==> src/rtl/stopwatch_bcd_pkg.sv <==
// Shared definitions for the MM:SS BCD stopwatch: run-state encoding and BCD digit limits.
package stopwatch_bcd_pkg;

   typedef enum logic [1:0] {
      ST_IDLE  = 2'd0,
      ST_RUN   = 2'd1,
      ST_PAUSE = 2'd2
   } state_t;

   localparam int BCD_W    = 4;
   localparam int N_DIGITS = 4;

   localparam logic [BCD_W-1:0] DIGIT_MAX_ONES = 4'd9;
   localparam logic [BCD_W-1:0] DIGIT_MAX_TENS = 4'd5;

endpackage

==> src/rtl/bcd_digit_cnt.sv <==
// One BCD digit counter that rolls over at MAX; carry is high while inc is applied at MAX.
module bcd_digit_cnt
   import stopwatch_bcd_pkg::*;
#(
   parameter logic [BCD_W-1:0] MAX = DIGIT_MAX_ONES
) (
   input  logic             clk,
   input  logic             rst,
   input  logic             i_inc,
   input  logic             i_clr,
   output logic [BCD_W-1:0] o_value,
   output logic             o_carry
);

   logic [BCD_W-1:0] r_value;

   always_ff @(posedge clk) begin
      if (rst || i_clr) begin
         r_value <= '0;
      end else if (i_inc) begin
         r_value <= (r_value == MAX) ? '0 : r_value + 1'b1;
      end
   end

   assign o_value = r_value;
   assign o_carry = i_inc & (r_value == MAX);

endmodule

==> src/rtl/stopwatch_bcd.sv <==
// MM:SS BCD stopwatch driven by a synchronised, edge-detected slow clock.
// Optional lap freeze of the displayed value is built when STOPWATCH_LAP_EN is defined.
module stopwatch_bcd
   import stopwatch_bcd_pkg::*;
#(
   parameter int TICKS_PER_SEC = 50,
   parameter int MIN_MAX       = 59
) (
   input  logic        clk,
   input  logic        rst,
   input  logic        slow_clk,
   input  logic        start_stop,
   input  logic        clear,
   input  logic        lap,
   output logic [15:0] digits,
   output logic        running,
   output logic        wrap,
   output logic        lap_hold
);

   localparam int PRE_W = (TICKS_PER_SEC > 1) ? $clog2(TICKS_PER_SEC) : 1;
   localparam logic [PRE_W-1:0] PRE_LAST     = PRE_W'(TICKS_PER_SEC - 1);
   localparam logic [BCD_W-1:0] MIN_TENS_MAX = BCD_W'(MIN_MAX / 10);
   localparam logic [BCD_W-1:0] MIN_ONES_CAP = BCD_W'(MIN_MAX % 10);
   localparam logic [N_DIGITS-1:0][BCD_W-1:0] DIGIT_MAX =
      {MIN_TENS_MAX, DIGIT_MAX_ONES, DIGIT_MAX_TENS, DIGIT_MAX_ONES};

   logic                           r_s1, r_s2, r_s3;
   logic                           w_tick;
   state_t                         r_state, w_state_next;
   logic [PRE_W-1:0]               r_pre;
   logic                           w_tick_run, w_sec_step;
   logic [N_DIGITS-1:0][BCD_W-1:0] w_val;
   logic                           w_at_max, w_roll, w_clr;
   logic                           r_wrap;

   // slow_clk is data: three flops give two for metastability plus one for edge detect
   always_ff @(posedge clk) begin
      if (rst) begin
         r_s1 <= 1'b0;
         r_s2 <= 1'b0;
         r_s3 <= 1'b0;
      end else begin
         r_s1 <= slow_clk;
         r_s2 <= r_s1;
         r_s3 <= r_s2;
      end
   end

   assign w_tick = r_s2 & ~r_s3;

   always_ff @(posedge clk) begin
      if (rst) r_state <= ST_IDLE;
      else     r_state <= w_state_next;
   end

   always_comb begin
      w_state_next = r_state;
      if (clear) begin
         w_state_next = ST_IDLE;
      end else if (start_stop) begin
         case (r_state)
            ST_IDLE:  w_state_next = ST_RUN;
            ST_RUN:   w_state_next = ST_PAUSE;
            ST_PAUSE: w_state_next = ST_RUN;
            default:  w_state_next = ST_IDLE;
         endcase
      end
   end

   // clear and start_stop both swallow a coincident tick
   assign w_tick_run = (r_state == ST_RUN) & w_tick & ~clear & ~start_stop;
   assign w_sec_step = w_tick_run & (r_pre == PRE_LAST);

   always_ff @(posedge clk) begin
      if (rst || clear) begin
         r_pre <= '0;
      end else if (w_tick_run) begin
         r_pre <= (r_pre == PRE_LAST) ? '0 : r_pre + 1'b1;
      end
   end

   genvar gi;
   for (gi = 0; gi < N_DIGITS; gi++) begin : g_digit
      logic w_inc;
      logic w_carry;
      if (gi == 0) begin : g_first
         assign w_inc = w_sec_step;
      end else begin : g_chain
         assign w_inc = g_digit[gi-1].w_carry;
      end
      bcd_digit_cnt #(
         .MAX (DIGIT_MAX[gi])
      ) u_digit (
         .clk     (clk),
         .rst     (rst),
         .i_inc   (w_inc),
         .i_clr   (w_clr),
         .o_value (w_val[gi]),
         .o_carry (w_carry)
      );
   end

   // Minute cap need not be x9, so detect the full MM:SS maximum explicitly
   assign w_at_max = (w_val[3] == MIN_TENS_MAX) && (w_val[2] == MIN_ONES_CAP) &&
                     (w_val[1] == DIGIT_MAX_TENS) && (w_val[0] == DIGIT_MAX_ONES);
   assign w_roll   = (w_sec_step & w_at_max) | g_digit[N_DIGITS-1].w_carry;
   assign w_clr    = clear | w_roll;

   always_ff @(posedge clk) begin
      if (rst) r_wrap <= 1'b0;
      else     r_wrap <= w_roll;
   end

   assign running = (r_state == ST_RUN);
   assign wrap    = r_wrap;

`ifdef STOPWATCH_LAP_EN
   logic        r_lap_hold;
   logic [15:0] r_lap_digits;

   always_ff @(posedge clk) begin
      if (rst) begin
         r_lap_hold   <= 1'b0;
         r_lap_digits <= '0;
      end else if (clear) begin
         r_lap_hold <= 1'b0;
      end else if (lap && (r_state != ST_IDLE)) begin
         r_lap_hold <= ~r_lap_hold;
         if (!r_lap_hold) r_lap_digits <= w_val;
      end
   end

   assign digits   = r_lap_hold ? r_lap_digits : w_val;
   assign lap_hold = r_lap_hold;
`else
   logic w_lap_unused;
   assign w_lap_unused = lap;
   assign digits       = w_val;
   assign lap_hold     = 1'b0;
`endif

endmodule

==> config.mk <==
export PLATFORM = sky130hd
export DESIGN_NAME = stopwatch_bcd
export DESIGN_NICKNAME = d
export VERILOG_FILES = /design/src/rtl/stopwatch_bcd_pkg.sv /design/src/rtl/bcd_digit_cnt.sv /design/src/rtl/stopwatch_bcd.sv
export SDC_FILE = /design/constraint.sdc
export NUM_CORES = 1
export LEC_CHECK = 0
export BUFFER_PORTS_ARGS = -buffer_cell sky130_fd_sc_hd__buf_2
export CAP_MARGIN = 20
export CELL_PAD_IN_SITES_DETAIL_PLACEMENT = 1
export CELL_PAD_IN_SITES_GLOBAL_PLACEMENT = 2
export CORE_ASPECT_RATIO = 1.5
export CORE_MARGIN = 4
export CORE_UTILIZATION = 30
export CTS_BUF_LIST = sky130_fd_sc_hd__clkbuf_16
export DETAILED_ROUTE_END_ITERATION = 10
export PLACE_DENSITY = 0.72
export SLEW_MARGIN = 40
export SYNTH_ARGS = -nofsm -noshare
export SYNTH_HDL_FRONTEND = slang
export SYNTH_HIERARCHICAL = 1
export SYNTH_SLANG_ARGS = --single-unit
export TNS_END_PERCENT = 10
==> constraint.sdc <==
create_clock -name clk -period 5.4 [get_ports clk]
set_input_delay 1.08 -clock clk [delete_from_list [all_inputs] [get_ports clk]]
set_output_delay 1.08 -clock clk [all_outputs]
set_load 0.01 [all_outputs]
== After elaboration in Yosys (flattened, before gate mapping) ==
Index checks and enable logic that the tools add are counted.
Word-level totals
  logic and storage cells: 51
  output and inout port bits: 19
  register bits after elaboration: 28
  bits of input ports: 6
Operators by class
  mux-type cells: 6
  equal/unequal tests: 7
  add/sub/neg operators: 5
  bitwise gates (word level): 15
  reductions and logical operators: 8
Operators with widths (count)
  adder 4 x 1 -> 4 bit, second input constant: 4
  2-to-1 mux 4 bit: 4
  bitwise AND 1 bit: 10
  == test 4 x 3 -> 1 bit, second input constant: 2
  == test 4 bit, second input constant: 2
  adder 6 x 1 -> 6 bit, second input constant: 1
  == test 6 bit, second input constant: 1
  2-to-1 mux 6 bit: 1
  case mux 2 bit (2 select lines): 1
  OR reduction 2 bit: 2
  logical AND 1 bit: 3
  NOT 1 bit: 3
  == test 2 x 1 -> 1 bit, second input constant: 1
  == test 2 bit, second input constant: 1
  zero test 2 bit: 1
  logical OR 1 bit: 2
  bitwise OR 1 bit: 2

== Logic depth before layout (Yosys ltp) ==
  word-level depth: 13
  depth in mapped cells: 15
  gate-level depth less buffers: 15

== Modules after synthesis ==
The synthesis kept the hierarchy.
Modules (own cells, without submodules)
  stopwatch_bcd: sequential area each 240.2 um^2, times used 1, area an instance 626.9 um^2, cells an instance 67
  bcd_digit_cnt (g_digit[0].u_digit ...): sequential area each 80.1 um^2, times used 2, area an instance 192.7 um^2, cells an instance 20
  bcd_digit_cnt (g_digit[1].u_digit ...): sequential area each 80.1 um^2, times used 2, area an instance 185.2 um^2, cells an instance 19

== Worst setup path before layout ==
Ideal clock, no wire load.
  path type: input port to flip-flop
  from: input port start_stop
  to: register g_digit[0].u_digit.r_value[0]
  required time: 5.192 ns
  setup time: 0.208 ns
  path buffers: 0
  slack: 0.291 ns
  cell stages on the path: 14
  arrival: 4.901 ns
  cell sequence: nor4b_1 > nand2_1 > nor3_1 > nand2_2 > nor3b_1 > nand2_2 > nor4b_1 > nand2_2 > nor3b_1 > nand2_2 > nor4b_1 > nor2_1 > o41ai_1 > nor3_1
On the way
  cells in the longest elaborated chain, start to end: 10
  elaborated cells between the ends (all ways): 11
  those cells by class: 10 x bitwise; 1 x reduce/logical
Ends and longest elaborated chain
  start: declaration: line stopwatch_bcd.sv:12  | input logic start_stop,
  NOT 1 bit: line stopwatch_bcd.sv:72  | assign w_tick_run = (r_state == ST_RUN) & w_tick & ~clear & ~start_stop;
  bitwise AND 1 bit: line stopwatch_bcd.sv:72
  bitwise AND 1 bit: line stopwatch_bcd.sv:73  | assign w_sec_step = w_tick_run & (r_pre == PRE_LAST);
  net g_digit[0].w_inc: line stopwatch_bcd.sv:85  | logic w_inc;
  bitwise AND 1 bit: line bcd_digit_cnt.sv:26  | assign o_carry = i_inc & (r_value == MAX);
  net g_digit[0].w_carry: line stopwatch_bcd.sv:86  | logic w_carry;
  bitwise AND 1 bit: line bcd_digit_cnt.sv:26
  net g_digit[1].w_carry: line stopwatch_bcd.sv:86
  bitwise AND 1 bit: line bcd_digit_cnt.sv:26
  net g_digit[2].w_carry: line stopwatch_bcd.sv:86
  bitwise AND 1 bit: line bcd_digit_cnt.sv:26
  net g_digit[3].w_carry: line stopwatch_bcd.sv:86
  bitwise OR 1 bit: line stopwatch_bcd.sv:107  | assign w_roll = (w_sec_step & w_at_max) | g_digit[N_DIGITS-1].w_carry;
  bitwise OR 1 bit: line stopwatch_bcd.sv:108  | assign w_clr = clear | w_roll;
  net w_clr: line stopwatch_bcd.sv:34  | logic w_at_max, w_roll, w_clr;
  logical OR 1 bit: line bcd_digit_cnt.sv:18  | if (rst || i_clr) begin
  end signal: assignment: line bcd_digit_cnt.sv:21  | r_value <= (r_value == MAX) ? '0 : r_value + 1'b1;
  end: declaration: line bcd_digit_cnt.sv:15  | logic [BCD_W-1:0] r_value;
The timed path passes the listed nets, and every way through them passes these cells.
A chain may end at the register's enable or synchronous reset.

== Final worst setup path ==
  from: input port start_stop
  to: register g_digit[1].u_digit.r_value[3]
On the way
  cells in the longest elaborated chain, start to end: 10
  elaborated cells between the ends (all ways): 11
  those cells by class: 10 x bitwise; 1 x reduce/logical
Ends and longest elaborated chain (line)
  NOT 1 bit: stopwatch_bcd.sv:72
  bitwise AND 1 bit: stopwatch_bcd.sv:72
  bitwise AND 1 bit: stopwatch_bcd.sv:73
  net g_digit[0].w_inc: stopwatch_bcd.sv:85
  bitwise AND 1 bit: bcd_digit_cnt.sv:26
  net g_digit[0].w_carry: stopwatch_bcd.sv:86
  bitwise AND 1 bit: bcd_digit_cnt.sv:26
  net g_digit[1].w_carry: stopwatch_bcd.sv:86
  bitwise AND 1 bit: bcd_digit_cnt.sv:26
  net g_digit[2].w_carry: stopwatch_bcd.sv:86
  bitwise AND 1 bit: bcd_digit_cnt.sv:26
  net g_digit[3].w_carry: stopwatch_bcd.sv:86
  bitwise OR 1 bit: stopwatch_bcd.sv:107
  bitwise OR 1 bit: stopwatch_bcd.sv:108
  net w_clr: stopwatch_bcd.sv:34
  logical OR 1 bit: bcd_digit_cnt.sv:18
  end signal: assignment: bcd_digit_cnt.sv:21
  end: declaration: bcd_digit_cnt.sv:15
The timed path passes the listed nets, and every way through them passes these cells.

==> qor.csv <==
stage;metric;value;unit
logic_synthesis;Unique masters post-synth;37;
setup_path;worst reg2reg path endpoint;g_digit[1].u_digit/o_value[3]$_SDFFE_PP0P_;
status;status;finished, final reports clean;
placement;Final HPWL DP;2680;µm
sta;fin crit period;4.83;ns
clocking;Num CTS Buffers;3;
global_routing;Global Route Usage Sum;12.8;%
placement;port buffer count;22;
global_routing;first-pass GRT wire length;6070;µm
clocking;Num Clock Sinks;28;
power;Pwr per Cell Area;266;mW/mm²
clocking;clock-pin slew on the worst setup and hold paths;0.07;ns
finish;Antenna Diode Count;0;
placement;Post-DP Area;0.00158;mm²
finish;fin cells;222;
logic_synthesis;compound-gate portion of the synthesized area;16.8;%
setup_path;cell mode on critical path;nand2_2;
floorplan;DIE HEIGHT;91.1;µm
floorplan;Initial Util;30.7;%
setup_path;CP Data Required Time;5.53;ns
finish;design area;0.00168;mm²
hold_path;HP Class;register to register;
clocking;CTS tree;yes;
detailed_routing;via count;1229;
sta;WHS;0.453;ns
logic_synthesis;Syn Nets;153;
setup_path;Critical Setup Path Class;input port to register;
logic_synthesis;FF+latch count, synth;28;
logic_synthesis;top post-synthesis cells by area;dfxtp_1 (41%), xnor2_1 (4.4%), nor3_1 (4.0%);
detailed_routing;Initial DRC Count;15;
sta;FMAX;0.207;GHz
setup_path;worst-path fanout max;16;
finish;share of cells above drive strength 1;26.4;%
clocking;setup bufs post-CTS;0;
logic_synthesis;Syn Inst Count;145;
sta;Setup Viol. Count Final;0;
setup_path;RR Startpoint;r_s3$_SDFF_PP0_;
detailed_routing;Routed Antenna Nets;0;
setup_path;crit path capture;g_digit[1].u_digit/o_value[3]$_SDFFE_PP0P_;
finish;area delta synth->final;21.8;%
power;Max VDD drop;0.0000902;V
sta;relative slew slack;57.4;%
setup_path;Crit-path slowest cell;nor4b_1;
setup_path;Reg2Reg Depth;17;
detailed_routing;Post-Route WL;3560;µm
global_routing;vias in the first global route;1328;
logic_synthesis;multiplexer share of the synthesized area;0.724;%
logic_synthesis;Post-Synth Adder-Cell Area;1.81;%
floorplan;die area;0.00578;mm²
setup_path;CP startpoint kind;input port;
setup_path;R2R setup slack;1.21;ns
clocking;Worst-Skew Late Latency;0.27;ns
sta;Final TNS setup;0;ns
global_routing;largest net degree at the start of global routing;25;
logic_synthesis;dominant cell type by area after synthesis;dfxtp_1;
logic_synthesis;top-area cell type share of the netlist area;40.5;%
setup_path;Worst EP arrival;4.97;ns
setup_path;crit path capture type;register;
sta;final hold violations;0;
logic_synthesis;Synth Cell Area;0.00138;mm²
clocking;hold_buf cts;0;
logic_synthesis;register area share after synthesis;40.5;%
clocking;CTS H-tree lvls;1;
setup_path;Worst Setup SP;start_stop;
logic_synthesis;Synth Area in XOR/XNOR;5.70;%
job;# Max-Cap Violations;0;
logic_synthesis;Synth Area per Inst;9.54;µm²
placement;RD Place Congestion;0.703;
sta;Worst Max-Slew Pin Slew;0.632;ns
power;Pleak;0.575;nW
logic_synthesis;Synthesis Warnings;6;
floorplan;Die Wd;63.4;µm
detailed_routing;TritonRoute pass-1 iters;4;
floorplan;I/O pins;25;
logic_synthesis;post-synthesis simple-gate area fraction;31.4;%
finish;Nets;183;
sta;RSZ-0062 raised after global routing;false;
placement;post-placement setup slack;0.292;ns
clocking;PostCTS Resize Cnt;0;
setup_path;Critical Path, Cell by Cell;buf_2, nor4b_1, nand2_1, nor3_1, nand2_2, nor3b_1, nand2_2, nor4b_1, buf_4, nand2_2, nor3b_1, buf_4, nand2_2, nor4b_1, nor2_1, o41ai_2, buf_4, nor3_1;
detailed_routing;DR DRC count;0;
clocking;CTS Root Cell;clkbuf_16;
placement;DP Cell Count;218;
global_routing;GRT overflow;0;
detailed_routing;drt via density;5.54;
sta;Final Slew Violations;0;
floorplan;# rows;30;
sta;Final Worst Setup Slack;0.568;ns
sta;clk_skew;0.00571;ns
sta;final worst-path cycle share;89.5;%
global_routing;initial antenna violation count;0;
setup_path;Crit path largest cell delay;0.57;ns
floorplan;core area;0.00450;mm²
clocking;CTS Buffer Depth;2;
logic_synthesis;largest family of logic cells by synthesized area;simple AND/OR/NAND/NOR gates;
detailed_routing;WL/cell;16.0;µm
## state kept, by name, indices dropped and copies added, names as in the netlist
| signal | cells |
|---|---|
| g_digit.u_digit/o_value | 16 |
| r_pre | 6 |
| r_s1 | 1 |
| r_s2 | 1 |
| r_s3 | 1 |
| r_state | 2 |
| wrap | 1 |
## layout make-up
| class | instances | area (µm²) |
|---|---|---|
| Multi-Input combinational cell | 110 | 792 |
| Fill cell | 537 | 2820 |
| Tap cell | 48 | 60.1 |
| Timing Repair Buffer | 27 | 148 |
| Clock inverter | 1 | 30.0 |
| Clock buffer | 3 | 75.1 |
| Inverter | 5 | 18.8 |
| Sequential cell | 28 | 561 |
## routing by layer
layer	vias to the layer above	GRT usage [%]	share of wire, %
met1	605	13.4	40
met4	0	5.77	1.5
met3	5	1.61	2.1
met5	-	0	0
li1	605	-	-
met2	14	24.7	57
## kinds of logic (layout without fill, tap and decap cells)
| family | after synthesis | after routing |
|---|---|---|
| AND/OR/NAND/NOR | 66 | 66 |
| AO/OA/AOI/OAI | 31 | 31 |
| XOR/XNOR | 9 | 9 |
| multiplexers | 1 | 1 |
| other | 1 | 1 |
| flip-flops | 28 | 28 |
| adder cells (fa/ha/maj) | 2 | 2 |
| buffers and inverters | 7 | 36 |
## worst min path at each step
stage / to / start / depth (start not counted)
6_report: r_s2$_SDFF_PP0_ / r_s1$_SDFF_PP0_ / 1
3_5_place_dp: r_s2$_SDFF_PP0_ / r_s1$_SDFF_PP0_ / 1
4_1_cts: r_s2$_SDFF_PP0_ / r_s1$_SDFF_PP0_ / 1
3_3_place_gp: r_s2$_SDFF_PP0_ / r_s1$_SDFF_PP0_ / 1
5_1_grt: r_s2$_SDFF_PP0_ / r_s1$_SDFF_PP0_ / 1
2_1_floorplan: r_s2$_SDFF_PP0_ / r_s1$_SDFF_PP0_ / 1
## synthesized netlist by cell type, drive strengths merged
cell type  instances
nand3              2
o21ai              8
dfxtp             28
nor4b              3
inv                5
xnor2              7
and4b              2
nor3              11
mux2i              1
nor2b              9
o41ai              2
a21oi              6
a211oi             8
xor2               2
nor4bb             4
nand4b             2
conb               1
a311oi             1
a211o              2
ha                 2
nand3b             3
nand2b             2
nor3b              2
o32ai              1
or4                3
nand2             11
o31ai              3
buf                2
nor2               2
or3                5
or4b               1
nand4              4
## layout by cell type, fill, tap and decap left out, drive strengths merged, types with 4 or more instances in the layout
| cell | netlist | routed |
|---|---|---|
| o21ai | 8 | 8 |
| nor2b | 9 | 9 |
| nand4 | 4 | 4 |
| buf | 2 | 27 |
| dfxtp | 28 | 28 |
| a21oi | 6 | 6 |
| or3 | 5 | 5 |
| nand2 | 11 | 11 |
| a211oi | 8 | 8 |
| xnor2 | 7 | 7 |
| nor4bb | 4 | 4 |
| inv | 5 | 5 |
| nor3 | 11 | 11 |
## stage by stage
| step | utilization, % | total power [mW] |
|---|---|---|
| after global routing | 37.4 | 0.463 |
| after floorplan | - | 0.221 |
| after CTS | 37.4 | 0.451 |
| after detailed placement | 35.1 | 0.229 |
| after global placement | 35.1 | 0.228 |
| final | 37.4 | 0.448 |
## power breakdown
group          internal, mW  leakage (nW)  switching, mW  total (mW)
sequential            0.208         0.226       0.000950       0.209
combinational       0.00478         0.298         0.0104      0.0152
clock                 0.148        0.0511         0.0760       0.224
total                 0.360         0.575         0.0874       0.448
## worst max-delay path, delay by kind of cell
family,cells,cell delay [ns]
AND/OR/NAND/NOR,13,3.05
buffers and inverters,4,0.78
AO/OA/AOI/OAI,1,0.06
Note: power is estimated with default switching activity, not from simulation.
